## src/rtl/ncl_mult3.sv

```systemverilog
// Clocked NCL 3x3 dual-rail multiplier stage: one clk from a qualifying wavefront to Po/Ko, holds otherwise under Ki/Ko.
// Optional NCL_MULT3_ILLEGAL_CHK_EN adds a sticky registered err flag for any 11-coded input pair.
module ncl_mult3 (
   input  logic clk,
   input  logic rst,
   input  logic Ai0_rail1,
   input  logic Ai0_rail0,
   input  logic Ai1_rail1,
   input  logic Ai1_rail0,
   input  logic Ai2_rail1,
   input  logic Ai2_rail0,
   input  logic Bi0_rail1,
   input  logic Bi0_rail0,
   input  logic Bi1_rail1,
   input  logic Bi1_rail0,
   input  logic Bi2_rail1,
   input  logic Bi2_rail0,
   input  logic Ki,
   output logic Po0_rail1,
   output logic Po0_rail0,
   output logic Po1_rail1,
   output logic Po1_rail0,
   output logic Po2_rail1,
   output logic Po2_rail0,
   output logic Po3_rail1,
   output logic Po3_rail0,
   output logic Po4_rail1,
   output logic Po4_rail0,
   output logic Po5_rail1,
   output logic Po5_rail0,
`ifdef NCL_MULT3_ILLEGAL_CHK_EN
   output logic err,
`endif
   output logic Ko
);

   logic [5:0] in_rail1;
   logic [5:0] in_rail0;
   logic       data_cmp;
   logic       null_cmp;
   logic       illegal;
   logic [5:0] prod;
   logic [5:0] po_rail1;
   logic [5:0] po_rail0;
   logic       ko_q;

   assign in_rail1 = {Bi2_rail1, Bi1_rail1, Bi0_rail1, Ai2_rail1, Ai1_rail1, Ai0_rail1};
   assign in_rail0 = {Bi2_rail0, Bi1_rail0, Bi0_rail0, Ai2_rail0, Ai1_rail0, Ai0_rail0};

   // A pair is DATA only when exactly one rail is set; any 11 pair breaks both completions.
   assign data_cmp = &(in_rail1 ^ in_rail0);
   assign null_cmp = ~|(in_rail1 | in_rail0);
   assign illegal  = |(in_rail1 & in_rail0);

   assign prod = {3'b000, in_rail1[2:0]} * {3'b000, in_rail1[5:3]};

   // ko_q doubles as the stage state: 1 = output NULL, 0 = output DATA.
   always_ff @(posedge clk or negedge rst) begin
      if (!rst) begin
         po_rail1 <= 6'b000000;
         po_rail0 <= 6'b000000;
         ko_q     <= 1'b1;
      end else if (data_cmp && Ki && ko_q) begin
         po_rail1 <= prod;
         po_rail0 <= ~prod;
         ko_q     <= 1'b0;
      end else if (null_cmp && !Ki && !ko_q) begin
         po_rail1 <= 6'b000000;
         po_rail0 <= 6'b000000;
         ko_q     <= 1'b1;
      end
   end

`ifdef NCL_MULT3_ILLEGAL_CHK_EN
   logic err_q;

   always_ff @(posedge clk or negedge rst) begin
      if (!rst) begin
         err_q <= 1'b0;
      end else if (illegal) begin
         err_q <= 1'b1;
      end
   end

   assign err = err_q;
`else
   logic unused_illegal;
   assign unused_illegal = illegal;
`endif

   assign {Po5_rail1, Po4_rail1, Po3_rail1, Po2_rail1, Po1_rail1, Po0_rail1} = po_rail1;
   assign {Po5_rail0, Po4_rail0, Po3_rail0, Po2_rail0, Po1_rail0, Po0_rail0} = po_rail0;
   assign Ko = ko_q;

endmodule

```

## config.mk

```make
export PLATFORM = sky130hd
export DESIGN_NAME = ncl_mult3
export DESIGN_NICKNAME = d
export VERILOG_FILES = /design/src/rtl/ncl_mult3.sv
export SDC_FILE = /design/constraint.sdc
export NUM_CORES = 1
export LEC_CHECK = 0
export ABC_AREA = 1
export CORE_UTILIZATION = 43
export DETAILED_ROUTE_END_ITERATION = 8
export HOLD_SLACK_MARGIN = 0.08
export MAX_ROUTING_LAYER = met4
export PLACE_DENSITY = 0.73
export SLEW_MARGIN = 20
export SYNTH_ARGS = -nofsm -noshare
export SYNTH_HDL_FRONTEND = slang
export SYNTH_SLANG_ARGS = --single-unit
```

## constraint.sdc

```tcl
create_clock -name clk -period 3.4 [get_ports clk]
set_input_delay 0.51 -clock clk [delete_from_list [all_inputs] [get_ports clk]]
set_output_delay 0.51 -clock clk [all_outputs]
set_load 0.02 [all_outputs]
```

==> key figures, run 1 <==
Final layout
  • Area grow syn2layout: 32.1%
  • Final net count: 183
  • # fillers: 180
  • Number of diodes: 0
  • Layout cells sized above 1: 7.79%

Setup path
  • Crit path launch type: input pin
  • Worst r2r src: Ko
  • CP Data Required Time: 3620 ps
  • Crit. End Element: flip-flop
  • Critical Path Start: Ai0_rail1
  • Critical path fanouts, max: 4
  • CP peak stage delay: 530 ps
  • Critical path's top delay family: adder cells
  • WP buf/inv: 3
  • Setup slack, reg-to-reg: 1980 ps
  • CP Class: in -> reg
  • Crit path DAT: 2630 ps
  • CP Cell Sequence: clkdlybuf4s50_1 -> nand2_1 -> inv_1 -> fa_1 -> ha_1 -> inv_1 -> fa_1 -> xor2_1 -> nand2_1 -> nand2_1
  • Most used cell, CP: nand2_1
  • Slowest CP cell: fa_1

Routing
  • Final WL: 2.00 mm
  • Starting DRT DRC Count: 7
  • Antenna Nets Post-Route: 0
  • First drt pass iteration count: 4
  • Drt via density: 4.72
  • Wire length per cell: 11.0 µm
  • DRC: 0
  • Total number of vias: 855

Placement
  • RD Place Congestion: 0.798
  • Port bufs: 27
  • Final HPWL DP: 1.66 mm

Logic synthesis
  • Ys async rst share: 100%
  • Post-synthesis instance area: 958 µm²
  • Post-synthesis cell count: 125
  • Most common library cells after synthesis: nand2_1, inv_1, dfrtp_1, nand3_1, ha_1
  • EDFF count, synth: 0
  • Post-synth top area cell: dfrtp_1
  • Synth warnings: 0
  • Mean Syn Cell Area: 7.67 µm²
  • Sequential-to-total area share from yosys stat: 34.1%
  • Most frequent cell after synthesis: nand2_1
  • Yosys reg bits: 13
  • Top FF cell, synth: dfrtp_1
  • Synth area leaders: dfrtp_1, ha_1, nand2_1, inv_1, nand3_1
  • Top cell type's share of synthesized area: 31.3%
  • Post-synthesis cell type count: 19
  • Mapped Nets: 153

Timing
  • RSZ-0062 raised after global routing: no
  • Final hold slack: 514 ps
  • Slew @ Worst Pin: 571 ps
  • Final Hold Fails: 0
  • Final setup fails: 0
  • Sum Neg Setup Slack: 0 ps
  • Period utilization: 71.1%
  • Pins Over Slew Limit: 0
  • Slew HR: 61.8%
  • Fin crit period: 2420 ps
  • Worst Skew: 1.70 ps
  • Max frequency: 414 MHz

Clocking
  • Post-CTS Resized: 0
  • Clk Latency, worst-skew pair: 270 ps
  • H-tree depth: 1
  • Sink Count: 13
  • CTS Hold Bufs: 0
  • Post-CTS Setup Repair Bufs: 0
  • Clk buf depth: 2
  • CTS Buf Count: 3
  • CTS root buf: clkbuf_4
  • Clock transition at path regs: 80 ps
  • TritonCTS clock tree: yes

Pwr
  • PD cells: 455 nW/µm²
  • Leakage power: 0.695 nW
  • VDD IR max: 0.244 mV

Global route
  • First-pass GRT wire length: 3.52 mm
  • Vias in the first global route: 806
  • Pin count of the biggest net entering global routing: 20
  • Initial antenna violation count: 0
  • GRT Resource Usage Total: 19.5%
  • Grt ovf: 0

Die
  • Placeable Area: 2020 µm²
  • Initial Util: 47.4%
  • Die X: 49.2 µm
  • Die Ht: 49.2 µm
  • Die footprint: 2420 µm²
  • Io pins: 28
  • Row Count: 16

Flow run
  • Maximum capacitance violations: 0

Run status
  • Run status: completed

Hold path
  • Worst hold start: po_rail0[5]
  • Worst Hold Class: reg -> reg
state kept, by name (all words and copies together) (netlist names):
signal,count
Ko,1
po_rail0,6
po_rail1,6
worst register-to-register path, delay by kind of cell, from the launching register on:
family	cells	cell delay (ps)
buffers and inverters	1	240
DFF	1	580
and+or+nand+nor	5	550
path summary, 6_finish.rpt:
kind	cells past startpoint	to
worst max-delay path	10	po_rail0[4]
worst min-delay path	2	po_rail0[5]
worst max register to register	6	po_rail0[5]
worst min register to register	2	po_rail0[5]
max in group asynchronous	1	Ko
min in group asynchronous	1	po_rail1[5]
metal layers:
layer	up-vias	wire [µm]	GRT usage (%)
met5	-	0	-
met2	20	961	31.3
li1	444	-	-
met1	387	945	23.6
met3	4	66	4.05
met4	0	25	7.84
through the flow:
step / util, % / total power, mW / cells / area (µm²) / worst slack, ps
after global placement: 61.3 / 0.480 / 177 / 1240 / 741
after detailed placement: 61.3 / 0.486 / 177 / 1240 / 691
after floorplan: - / 0.360 / 125 / 958 / 1290
final: 62.6 / 0.576 / 181 / 1270 / 983
after global routing: 62.6 / 0.614 / 181 / 1270 / 814
after CTS: 62.6 / 0.582 / 181 / 1270 / 984
where the power goes:
| group | internal (mW) | switching (mW) |
|---|---|---|
| clock network | 0.0454 | 0.0497 |
| registers | 0.199 | 0.0249 |
| logic | 0.127 | 0.131 |
placed cells by master, fill, tap and decap left out, drive strengths merged:
cell            n
and2            1
clkdlybuf4s50  27
inv            29
nor2            8
fa              2
nand3          12
dfrtp          12
o21ai           8
nand4           1
nor3            1
nand2          33
a21oi           3
dfstp           1
ha             11
clkbuf          4
xor2            1
logic make-up (layout without fill, tap and decap cells):
| family | count (synthesis) | after routing | share of synthesized area, % |
|---|---|---|---|
| buffers and inverters | 31 | 60 | 13.7 |
| XOR/XNOR | 1 | 1 | 0.914 |
| AND/OR/NAND/NOR | 56 | 56 | 24.7 |
| adder cells (fa/ha/maj) | 13 | 13 | 18.5 |
| AO/OA/AOI/OAI | 11 | 11 | 8.09 |
| flip-flops | 13 | 13 | 34.1 |
final cells by class:
class / count / area (µm²) / share of cell area (%)
Tap cell: 27 / 33.8 / 2.67
Multi-Input combinational cell: 81 / 500 / 39.5
Timing Repair Buffer: 27 / 270 / 21.3
Sequential cell: 13 / 327 / 25.8
Inverter: 29 / 109 / 8.60
Clock buffer: 4 / 26.3 / 2.08
Power figures use the tool's default switching activity.
==> run 2: changes to the inputs <==
- CORE_UTILIZATION: 43 -> 42
- PLACE_DENSITY: 0.73 -> 0.74
- clock period: 3.4 -> 2.15 ns (I/O delays scaled with it)
==> run 2 against run 1 <==
Worst setup slack got worse by 900 ps. Sequential power is 58% higher. Total power rose by 59%. Cell count increased by 5.0%. Sequential share of layout area shrank 1.7 points. Clock power grew 52%.
==> key figures, run 2 (synthesis gave the netlist of run 1 again) <==
Pwr
  • Internal power: 0.593 mW (+60%)
  • VDD IR max: 0.416 mV (+71%)
  • Clock power share: 15.9% (-0.6 points)
  • Net Sw Frac: 35.1% (-0.56 points)
  • Switching power: 0.321 mW (+56%)
  • Sequential share of power: 38.9% (about the same)
  • PD cells: 675 nW/µm² (+48%)
  • Logic gate share of total power: 45.3% (+0.6 points)
  • Leakage power: 0.776 nW (+12%)
  • Tot Pwr: 0.914 mW (+59%)

Clocking
  • Clock transition at path regs: 80 ps (about the same)
  • TritonCTS clock tree: yes
  • Clk Latency, worst-skew pair: 270 ps (about the same)
  • CTS root buf: clkbuf_4
  • CTS Hold Bufs: 0 (unchanged)
  • Clk buf depth: 2 (unchanged)
  • Sink Count: 13 (unchanged)
  • H-tree depth: 1 (unchanged)
  • CTS Buf Count: 3 (unchanged)

Die
  • Die Ht: 49.8 µm (+1.1%)
  • Row Count: 16 (unchanged)
  • Die footprint: 2480 µm² (+2.3%)
  • Io pins: 28 (unchanged)
  • Initial Util: 46.5% (-0.92 points)
  • Placeable Area: 2060 µm² (+2.0%)
  • Die X: 49.8 µm (+1.1%)

Timing
  • Setup ws final: 85.9 ps (-897 ps)
  • Slew @ Worst Pin: 562 ps (-8.62 ps)
  • Fin crit period: 2060 ps
  • Final setup fails: 0 (unchanged)
  • Sum Neg Setup Slack: 0 ps (unchanged)
  • Pins Over Slew Limit: 0 (unchanged)
  • Period utilization: 96.0%
  • RSZ-0062 raised after global routing: no
  • Final Hold Fails: 0 (unchanged)
  • Max frequency: 484 MHz
  • Worst Skew: 5.63 ps (+3.93 ps)
  • Slew HR: 62.4% (+0.58 points)

Routing
  • Total number of vias: 889 (+4.0%)
  • Starting DRT DRC Count: 16 (+9)
  • Drt via density: 4.68 (-0.95%)
  • First drt pass iteration count: 4 (unchanged)
  • Antenna Nets Post-Route: 0 (unchanged)
  • Final WL: 1.98 mm (-1.1%)
  • DRC: 0 (unchanged)
  • Wire length per cell: 10.4 µm (-5.7%)

Setup path
  • Crit. End Element: flip-flop
  • Slowest CP cell: fa_1
  • Crit path capture: po_rail0[4]
  • Crit path DAT: 2220 ps (-410 ps)
  • Setup slack, reg-to-reg: 750 ps (-1230 ps)
  • R2r worst-path depth: 6 (unchanged)
  • Worst r2r src: Ko
  • Critical Path Start: Ai0_rail1
  • CP Class: in -> reg
  • Crit path launch type: input pin
  • Critical path fanouts, max: 2 (-2)
  • Most used cell, CP: nand2_1
  • Reg2reg end: po_rail0[0]
  • CP Data Required Time: 2310 ps (-1310 ps)
  • CP Cell Sequence: clkdlybuf4s50_1 -> nand2_1 -> inv_1 -> fa_1 -> ha_2 -> inv_1 -> fa_2 -> xor2_2 -> nand2_1 -> nand2_1
  • CP peak stage delay: 480 ps (-50 ps)

Global route
  • Initial antenna violation count: 0 (unchanged)
  • GRT Resource Usage Total: 20.3% (+0.85 points)
  • First-pass GRT wire length: 3.73 mm (+5.9%)
  • Grt ovf: 0 (unchanged)
  • Vias in the first global route: 876 (+8.7%)
  • Pin count of the biggest net entering global routing: 19 (-5.0%)

Final layout
  • Layout cells sized above 1: 14.7% (+6.9 points)
  • # fillers: 183 (+1.7%)
  • Number of diodes: 0 (unchanged)
  • Area grow syn2layout: 41.4%
  • Final net count: 192 (+4.9%)
  • Most frequent cells in the layout: nand2_1, inv_1, clkdlybuf4s50_1
  • Post-route cell area: 1360 µm² (+7.0%)
  • Most common cell after layout, fill and taps aside: nand2_1

Hold path
  • Worst Hold Class: in -> async

Placement
  • Placed inst area: 1300 µm² (+4.8%)
  • Setup Slack @ Placement: -339 ps (-1030 ps)
  • RD Place Congestion: 0.855 (+7.2%)
  • Port bufs: 27 (unchanged)
  • Final HPWL DP: 1.68 mm (+1.2%)

Run status
  • Run status: completed

Flow run
  • Maximum capacitance violations: 0 (unchanged)
run 2: layer usage:
metal / up-vias / track usage [%] / part of all wire, %
li1: 463 / - / -
met1: 401 / 26.5 / 48
met2: 23 / 32.9 / 47
met3: 2 / 4.63 / 3.7
met4: 0 / 2.86 / 0.71
met5: - / - / 0
run 2: per-stage QoR:
step / instances / util (%) / hold WS (ps)
finish: 190 / 65.7 / 410
global route: 190 / 65.7 / 452
CTS: 189 / 64.9 / 431
detailed placement: 185 / 63.0 / 494
global placement: 185 / 63.0 / 490
floorplan: 125 / - / 26.9
run 2: worst min-delay path by stage:
stage                  endpoint  cells past startpoint
finish              po_rail1[1]                      1
detailed placement  po_rail0[3]                      2
CTS                 po_rail1[1]                      1
global placement    po_rail0[3]                      2
floorplan           po_rail0[0]                      0
global route        po_rail1[1]                      1
run 2: worst max-delay path: cells and delay by family:
family	cells	cell delay [ps]
AND/OR/NAND/NOR	3	190
XOR/XNOR	1	160
adder cells (fa/ha/maj)	3	1020
buffers and inverters	3	530
run 2: power by group through the flow:
stage          clock, mW  sequential (mW)  combinational [mW]
2_1_floorplan          0            0.436               0.134
3_3_place_gp           0            0.358               0.409
3_5_place_dp           0            0.360               0.416
4_1_cts            0.151            0.356               0.420
5_1_grt            0.162            0.364               0.457
6_report           0.145            0.355               0.414
run 2: area by class of cell:
| type | count | area [µm²] | share of cell area, % |
|---|---|---|---|
| repair buffers | 36 | 347 | 25.6 |
| well taps | 27 | 33.8 | 2.49 |
| inverters | 29 | 109 | 8.03 |
| flip-flops and latches | 13 | 327 | 24.1 |
| clock buffers | 4 | 26.3 | 1.94 |
| multi-input cells | 81 | 513 | 37.9 |
run 2: repair_timing:
| action | CTS | global route |
|---|---|---|
| gates cloned | 0 | 0 |
| endpoints found under the setup margin | 2 | 3 |
| endpoints found under the hold margin | 0 | 0 |
| gates resized for setup | 4 | 4 |
| buffers inserted | 0 | 1 |
| pin swaps | 0 | 5 |
